==> src/rtl/gearbox_tx_66b_param.sv <==
`default_nettype none
// ============================================================================
// Module   : gearbox_tx_66b_param
// Purpose  : TX gearbox packing 64b/66b blocks (2b header + 64b payload) into
//            a continuous DATA_W-bit word stream (DATA_W = 32 or 64). A 33-step
//            sequence counter pauses input acceptance once per period so that
//            the 2 extra header bits per block drain out of the storage.
// Options  : GBX_EXT_SEQ_EN - sequence taken from sequence_i instead of the
//            internal counter; pause timing then belongs to the caller.
// Revision : 1.0 - initial release
// ============================================================================
module gearbox_tx_66b_param #(
  parameter int DATA_W  = 32,
  parameter int SEQ_MAX = 32
) (
  input  logic              clk_i,
  input  logic              rst_n_i,
`ifdef GBX_EXT_SEQ_EN
  input  logic [5:0]        sequence_i,
`endif
  input  logic [DATA_W-1:0] data_i,
  input  logic [1:0]        head_i,
  input  logic              valid_i,
  output logic              ready_o,
  output logic [5:0]        sequence_o,
  output logic [DATA_W-1:0] data_o,
  output logic              underrun_o
);

  // Storage holds the unsent residual plus one freshly aligned word.
  localparam int              SW        = 2 * DATA_W + 2;
  localparam int              WW        = DATA_W + 2;
  localparam int              CNT_W     = 9;
  localparam logic [CNT_W-1:0] C_DW     = CNT_W'(DATA_W);
  localparam logic [CNT_W-1:0] C_SW     = CNT_W'(SW);
  localparam logic [5:0]      C_SEQ_MAX = 6'(SEQ_MAX);
  localparam logic            IS64      = (DATA_W == 64);

  generate
    if (DATA_W != 32 && DATA_W != 64) begin : g_bad_width
      $error("gearbox_tx_66b_param: DATA_W must be 32 or 64");
    end
  endgenerate

  // --------------------------------------------------------------------------
  // Sequence source
  // --------------------------------------------------------------------------
  logic [5:0] seq_cur;

`ifdef GBX_EXT_SEQ_EN
  assign seq_cur = sequence_i;
`else
  logic [5:0] seq_q;
  logic [5:0] seq_d;

  assign seq_d = (seq_q == C_SEQ_MAX) ? 6'd0 : seq_q + 6'd1;

  // Free-running sequence counter, wraps after SEQ_MAX and never stalls.
  always_ff @(posedge clk_i or negedge rst_n_i) begin
    if (!rst_n_i) seq_q <= '0;
    else          seq_q <= seq_d;
  end

  assign seq_cur = seq_q;
`endif

  // --------------------------------------------------------------------------
  // Handshake, sequence output, underrun flag and half-block phase
  // --------------------------------------------------------------------------
  logic       ready_q;
  logic       underrun_q;
  logic       phase_q;
  logic [5:0] seqo_q;

  // ready_o and sequence_o are both registered from seq_cur so they stay
  // aligned: ready_o is low exactly while sequence_o shows SEQ_MAX.
  always_ff @(posedge clk_i or negedge rst_n_i) begin
    if (!rst_n_i) begin
      ready_q    <= 1'b0;
      seqo_q     <= '0;
      underrun_q <= 1'b0;
      phase_q    <= 1'b0;
    end else begin
      ready_q    <= (seq_cur != C_SEQ_MAX);
      seqo_q     <= seq_cur;
      underrun_q <= ready_q & ~valid_i;
      if (ready_q && !IS64) phase_q <= ~phase_q;
    end
  end

  // --------------------------------------------------------------------------
  // Alignment stage: form the accepted word with its header (if any)
  // --------------------------------------------------------------------------
  logic              hdr_take;
  logic [DATA_W-1:0] data_eff;
  logic [1:0]        head_eff;
  logic [WW-1:0]     word_d;
  logic [WW-1:0]     a_word_q;
  logic              a_hdr_q;
  logic              a_act_q;

  // On underrun the slot is still consumed: zero payload, illegal header 00.
  assign hdr_take = IS64 | ~phase_q;
  assign data_eff = valid_i ? data_i : '0;
  assign head_eff = valid_i ? head_i : 2'b00;
  assign word_d   = hdr_take ? {head_eff, data_eff} : {data_eff, 2'b00};

  // Capture the accepted word left-aligned together with its bit length flag.
  always_ff @(posedge clk_i or negedge rst_n_i) begin
    if (!rst_n_i) begin
      a_word_q <= '0;
      a_hdr_q  <= 1'b0;
      a_act_q  <= 1'b0;
    end else begin
      a_act_q <= ready_q;
      if (ready_q) begin
        a_word_q <= word_d;
        a_hdr_q  <= hdr_take;
      end
    end
  end

  // --------------------------------------------------------------------------
  // Storage stage: append new bits behind the residual, peel off one word
  // --------------------------------------------------------------------------
  logic [SW-1:0]     sto_q;
  logic [SW-1:0]     sto_d;
  logic [CNT_W-1:0]  cnt_q;
  logic [CNT_W-1:0]  cnt_d;
  logic [SW-1:0]     new_al;
  logic [SW-1:0]     merged;
  logic [CNT_W-1:0]  avail;
  logic [DATA_W-1:0] out_d;
  logic [DATA_W-1:0] out_q;
  logic [DATA_W-1:0] data_q;

  // Merge the aligned word into storage and emit the oldest DATA_W bits once
  // enough are present; until then zeros go out and the bits are kept.
  always_comb begin
    new_al = '0;
    avail  = cnt_q;
    if (a_act_q) begin
      new_al = {a_word_q, {DATA_W{1'b0}}} >> cnt_q;
      avail  = cnt_q + (a_hdr_q ? C_DW + 9'd2 : C_DW);
    end
    merged = sto_q | new_al;
    // Only reachable if an external sequence skips its pauses.
    if (avail > C_SW) avail = C_SW;
    out_d = '0;
    sto_d = merged;
    cnt_d = avail;
    if (avail >= C_DW) begin
      out_d = merged[SW-1 -: DATA_W];
      sto_d = merged << DATA_W;
      cnt_d = avail - C_DW;
    end
  end

  // Storage, bit count and the two output word registers.
  always_ff @(posedge clk_i or negedge rst_n_i) begin
    if (!rst_n_i) begin
      sto_q  <= '0;
      cnt_q  <= '0;
      out_q  <= '0;
      data_q <= '0;
    end else begin
      sto_q  <= sto_d;
      cnt_q  <= cnt_d;
      out_q  <= out_d;
      data_q <= out_q;
    end
  end

  assign ready_o    = ready_q;
  assign sequence_o = seqo_q;
  assign data_o     = data_q;
  assign underrun_o = underrun_q;

endmodule
`default_nettype wire

==> config.mk <==
export PLATFORM = sky130hd
export DESIGN_NAME = gearbox_tx_66b_param
export DESIGN_NICKNAME = d
export VERILOG_FILES = /design/src/rtl/gearbox_tx_66b_param.sv
export SDC_FILE = /design/constraint.sdc
export NUM_CORES = 1
export LEC_CHECK = 0
export BUFFER_PORTS_ARGS = -buffer_cell sky130_fd_sc_hd__buf_2
export CORE_MARGIN = 2
export CORE_UTILIZATION = 36
export DETAILED_ROUTE_END_ITERATION = 16
export PLACE_DENSITY = 0.57
export SLEW_MARGIN = 20
export SYNTH_ARGS = -nofsm -noshare
export SYNTH_HDL_FRONTEND = slang
export SYNTH_SLANG_ARGS = --single-unit
==> constraint.sdc <==
create_clock -name clk_i -period 3.1 [get_ports clk_i]
set_clock_uncertainty 0.2 [all_clocks]
set_input_delay 0.31 -clock clk_i [delete_from_list [all_inputs] [get_ports clk_i]]
set_output_delay 0.31 -clock clk_i [all_outputs]
set_load 0.05 [all_outputs]
==> results.txt <==
The flow ran to the end, and the final reports show no timing, DRC or antenna violations. The per-instance average area after synthesis is 10.2 um2. The row count came out at 62. The number of input and output port buffers inserted came out at 76.

The maximum fanout encountered on the critical timing path is 9. The routed length per instance came out at 22.4 um. From bottom edge to top edge, the die measures 175 um. The cell count of the worst reg-to-reg path came out at 10. The category of the most critical setup path is reg2reg. The number of synthesis warnings came out at 0. The insertion delay of the later-clocked pin in the worst-skew pair came out at 440 ps. The maximum vdd drop is 0.332 mV. The final period utilization is 0.969.

The number of distinct library cells after synthesis is 82. The worst setup path is launched from a flop. The fraction of registers with async set/reset is 1.00.

The layout overhead on the synthesized area is 23.1%. The die outline width came out at 175 um. Measured on the finished design, the core utilization comes to 0.452. The remaining max-slew budget at the tightest pin came out at 0.390.

The maximum count of clock buffers along a single path is 2. The fraction of the yosys area taken by sequential cells came out at 0.447. The setup slack on the worst flop-to-flop path came out at 100 ps. The endpoint kind of the worst setup timing path is a flop. The path type of the worst min-delay path is in2reg. The synthesized design spends more area on one cell type than any other, namely dfrtp_1. The total via count after detailed routing is 9256. The critical path ends at sto_q[35]. The area of the multi-input gates came out at 5330 um2. In the post-synthesis netlist, the biggest area contributors are dfrtp_1 (45%), mux2i_1 (8.1%), mux4_2 (5.7%). After layout, the minimum clock period comes to 3000 ps.

The slack of the critical path came out at 96.7 ps. The most critical setup path has its startpoint at cnt_q[0]. Yosys instantiated no cell more often than dfrtp_1. Ranked by instance count, the synthesized netlist is headed by dfrtp_1 (189), nor2_1 (102), mux2i_1 (86), a21oi_1 (61), nand2_1 (56). Timing analysis after detailed placement gives a worst setup slack of 79.1 ps. The final number of max-transition violations came out at 0. The count of unresolved DRC violations after routing is 0.

In this run the top signal layer used is met4. The number of vias per cell came out at 5.83. Final hold analysis gives a worst-case slack of 11.8 ps. The total CTS buffers is 17. Static timing analysis puts the maximum clock frequency at 333 MHz. The startpoint identified for the worst hold timing path is data_i[28].

The number of hold violations in the final report is 0. The required time reported for the critical path endpoint came out at 3210 ps. The global routing usage summed across all routing layers came out at 0.232. The cell count after placement is 1508. The static leakage power is 5.85 nW. The number of antenna diodes is 0. The largest net degree at the start of global routing is 66. The finished layout holds 1588 standard cells, fillers aside. The routed length on met1 is 15900 um. The global-route wire length before repair is 55000 um.

The weighted congestion reported at the end of routability-driven placement came out at 1.01. The worst-margin pin slew came out at 901 ps. The most used flip-flop cell after synthesis is dfrtp_1. The area of the die is 30800 um2. The capture instance of the worst register-to-register path is sto_q[35].

In the synthesized netlist, the number of instances is 1034. The beginning of the worst register-to-register path is cnt_q[0]. The summed instance area of the synthesized netlist came out at 10600 um2. The number of setup violations in the final report is 0. The number of global-route vias before repair came out at 9177. The final routed wirelength across all metal layers is 35600 um.

The number of sinks on the clock net came out at 189. The clock-pin slew of the registers on the worst-case setup and hold paths came out at 80 ps. The number of synthesized register bits is 189.

The sequential cell area in the final layout came out at 4730 um2. The area of the core region came out at 28900 um2. Across the run, the number of max-cap violations was 0.

In the final layout, the share of cells above drive strength 1 is 0.247. The total congestion overflow came out at 0. The first-iteration detailed-routing DRC count came out at 877. For this design the ratio of total power to cell area is 407 nW/um2. The tree is rooted in a clkbuf_16. The number of synthesized flops with an enable pin is 0. The total chip power is 5.31 mW. The count of filler cells inserted in the layout came out at 2772. The met2 wirelength from detailed routing came out at 15600 um.

The number of detailed-route iterations in the first pass came out at 5. TritonCTS built the clock tree. Of the post-synthesis cell area, the dominant cell type holds 0.447. In the detailed route, the total length drawn on met3 is 2780 um. The number of antenna violations at the first check in global routing came out at 0. At the end of the flow, the number of nets in the layout was 1233. The post-DP HPWL came out at 25700 um. The arrival time reported for the critical path endpoint is 3110 ps. The net count after synthesis is 1076.

The H-tree generated during clock tree synthesis spans 4 levels. For this configuration, the core starts out at a cell density of 0.367. The number of placed I/O pins came out at 77. The number of nets still failing antenna checks after routing came out at 0.
layout by cell type (no fill, tap or decap), types with 5 or more instances in the layout:
cell | synthesis | layout
a211oi_1 | 8 | 8
a21oi_1 | 61 | 61
a22oi_1 | 17 | 17
a2bb2oi_1 | 5 | 5
a31oi_1 | 22 | 22
a32oi_1 | 8 | 7
and2_1 | 9 | 9
buf_12 | 0 | 10
buf_2 | 13 | 75
buf_4 | 5 | 87
clkbuf_16 | 0 | 18
dfrtp_1 | 189 | 187
dlygate4sd3_1 | 0 | 46
inv_1 | 45 | 45
mux2_2 | 24 | 24
mux2i_1 | 86 | 86
mux4_2 | 27 | 27
nand2_1 | 56 | 56
nand2b_1 | 13 | 13
nand3_1 | 19 | 19
nor2_1 | 102 | 101
nor2b_1 | 8 | 8
nor3_1 | 23 | 23
nor4_1 | 7 | 7
o211ai_1 | 7 | 7
o21a_1 | 5 | 5
o21ai_0 | 16 | 16
o221ai_1 | 12 | 12
o22ai_1 | 53 | 53
o31ai_1 | 6 | 6
o32ai_1 | 6 | 6
or2_2 | 9 | 9
or3_1 | 5 | 5
xnor2_1 | 7 | 7
worst min path at each step:
stage,endpoint,slack [ps],depth (start not counted)
6_report,a_word_q[28],10,3
3_3_place_gp,data_o[27],80,1
5_1_grt,a_word_q[28],50,3
3_5_place_dp,data_o[27],80,1
2_1_floorplan,a_act_q,-190,0
4_1_cts,a_word_q[28],2,3
area by class of cell:
type,count,area share
multi-input cells,715,0.409
flip-flops and latches,189,0.363
repair buffers,221,0.133
well taps,384,0.0369
clock buffers,18,0.0329
inverters,47,0.0135
clock inverters,14,0.0114
repair_timing:
item                                    in CTS  in global routing
hold buffers                                46                  0
resized for setup                            0                  9
endpoints found under the setup margin       0                 57
hold endpoints to repair                    81                  0
buffers inserted                             0                  1
metrics by stage:
step	setup TNS (ps)	cell area, um2
floorplan	0	10600
global placement	0	11900
detailed placement	0	11900
CTS	0	13000
global route	-16.0	13000
finish	0	13000
routing by layer:
metal	track usage	up-vias
met4	0.0926	0
met1	0.331	4547
met2	0.351	445
met5	0	-
met3	0.0433	66
li1	-	4198
worst max-delay path, stage by stage (launching register included):
cell,delay (ps)
dfrtp_2,510
buf_4,190
buf_4,170
mux4_2,500
a22o_1,290
a32oi_2,230
buf_4,170
nor2_1,50
nor4_1,330
buf_4,180
mux2i_1,60
logic make-up after synthesis:
family          after synthesis  synth area share
xor+xnor                      8           0.00662
flops                       189             0.447
fa+ha+maj                     5           0.00591
compound gates              290             0.196
buf+inv                     130            0.0551
simple gates                273             0.123
mux                         139             0.167
registers in the layout, indices dropped and copies added, names as in the netlist:
signal,flops
sto_q,66
a_word_q,34
data_o,32
out_q,32
cnt_q,9
seq_cur,6
sequence_o,6
a_act_q,1
a_hdr_q,1
ready_o,1
underrun_o,1
power breakdown:
part	total (mW)	internal, mW	switching (mW)
Clock	2.17	1.07	1.10
Sequential	2.59	2.54	0.0479
Combinational	0.553	0.212	0.341
No activity file was read; power rests on OpenSTA's default activity.
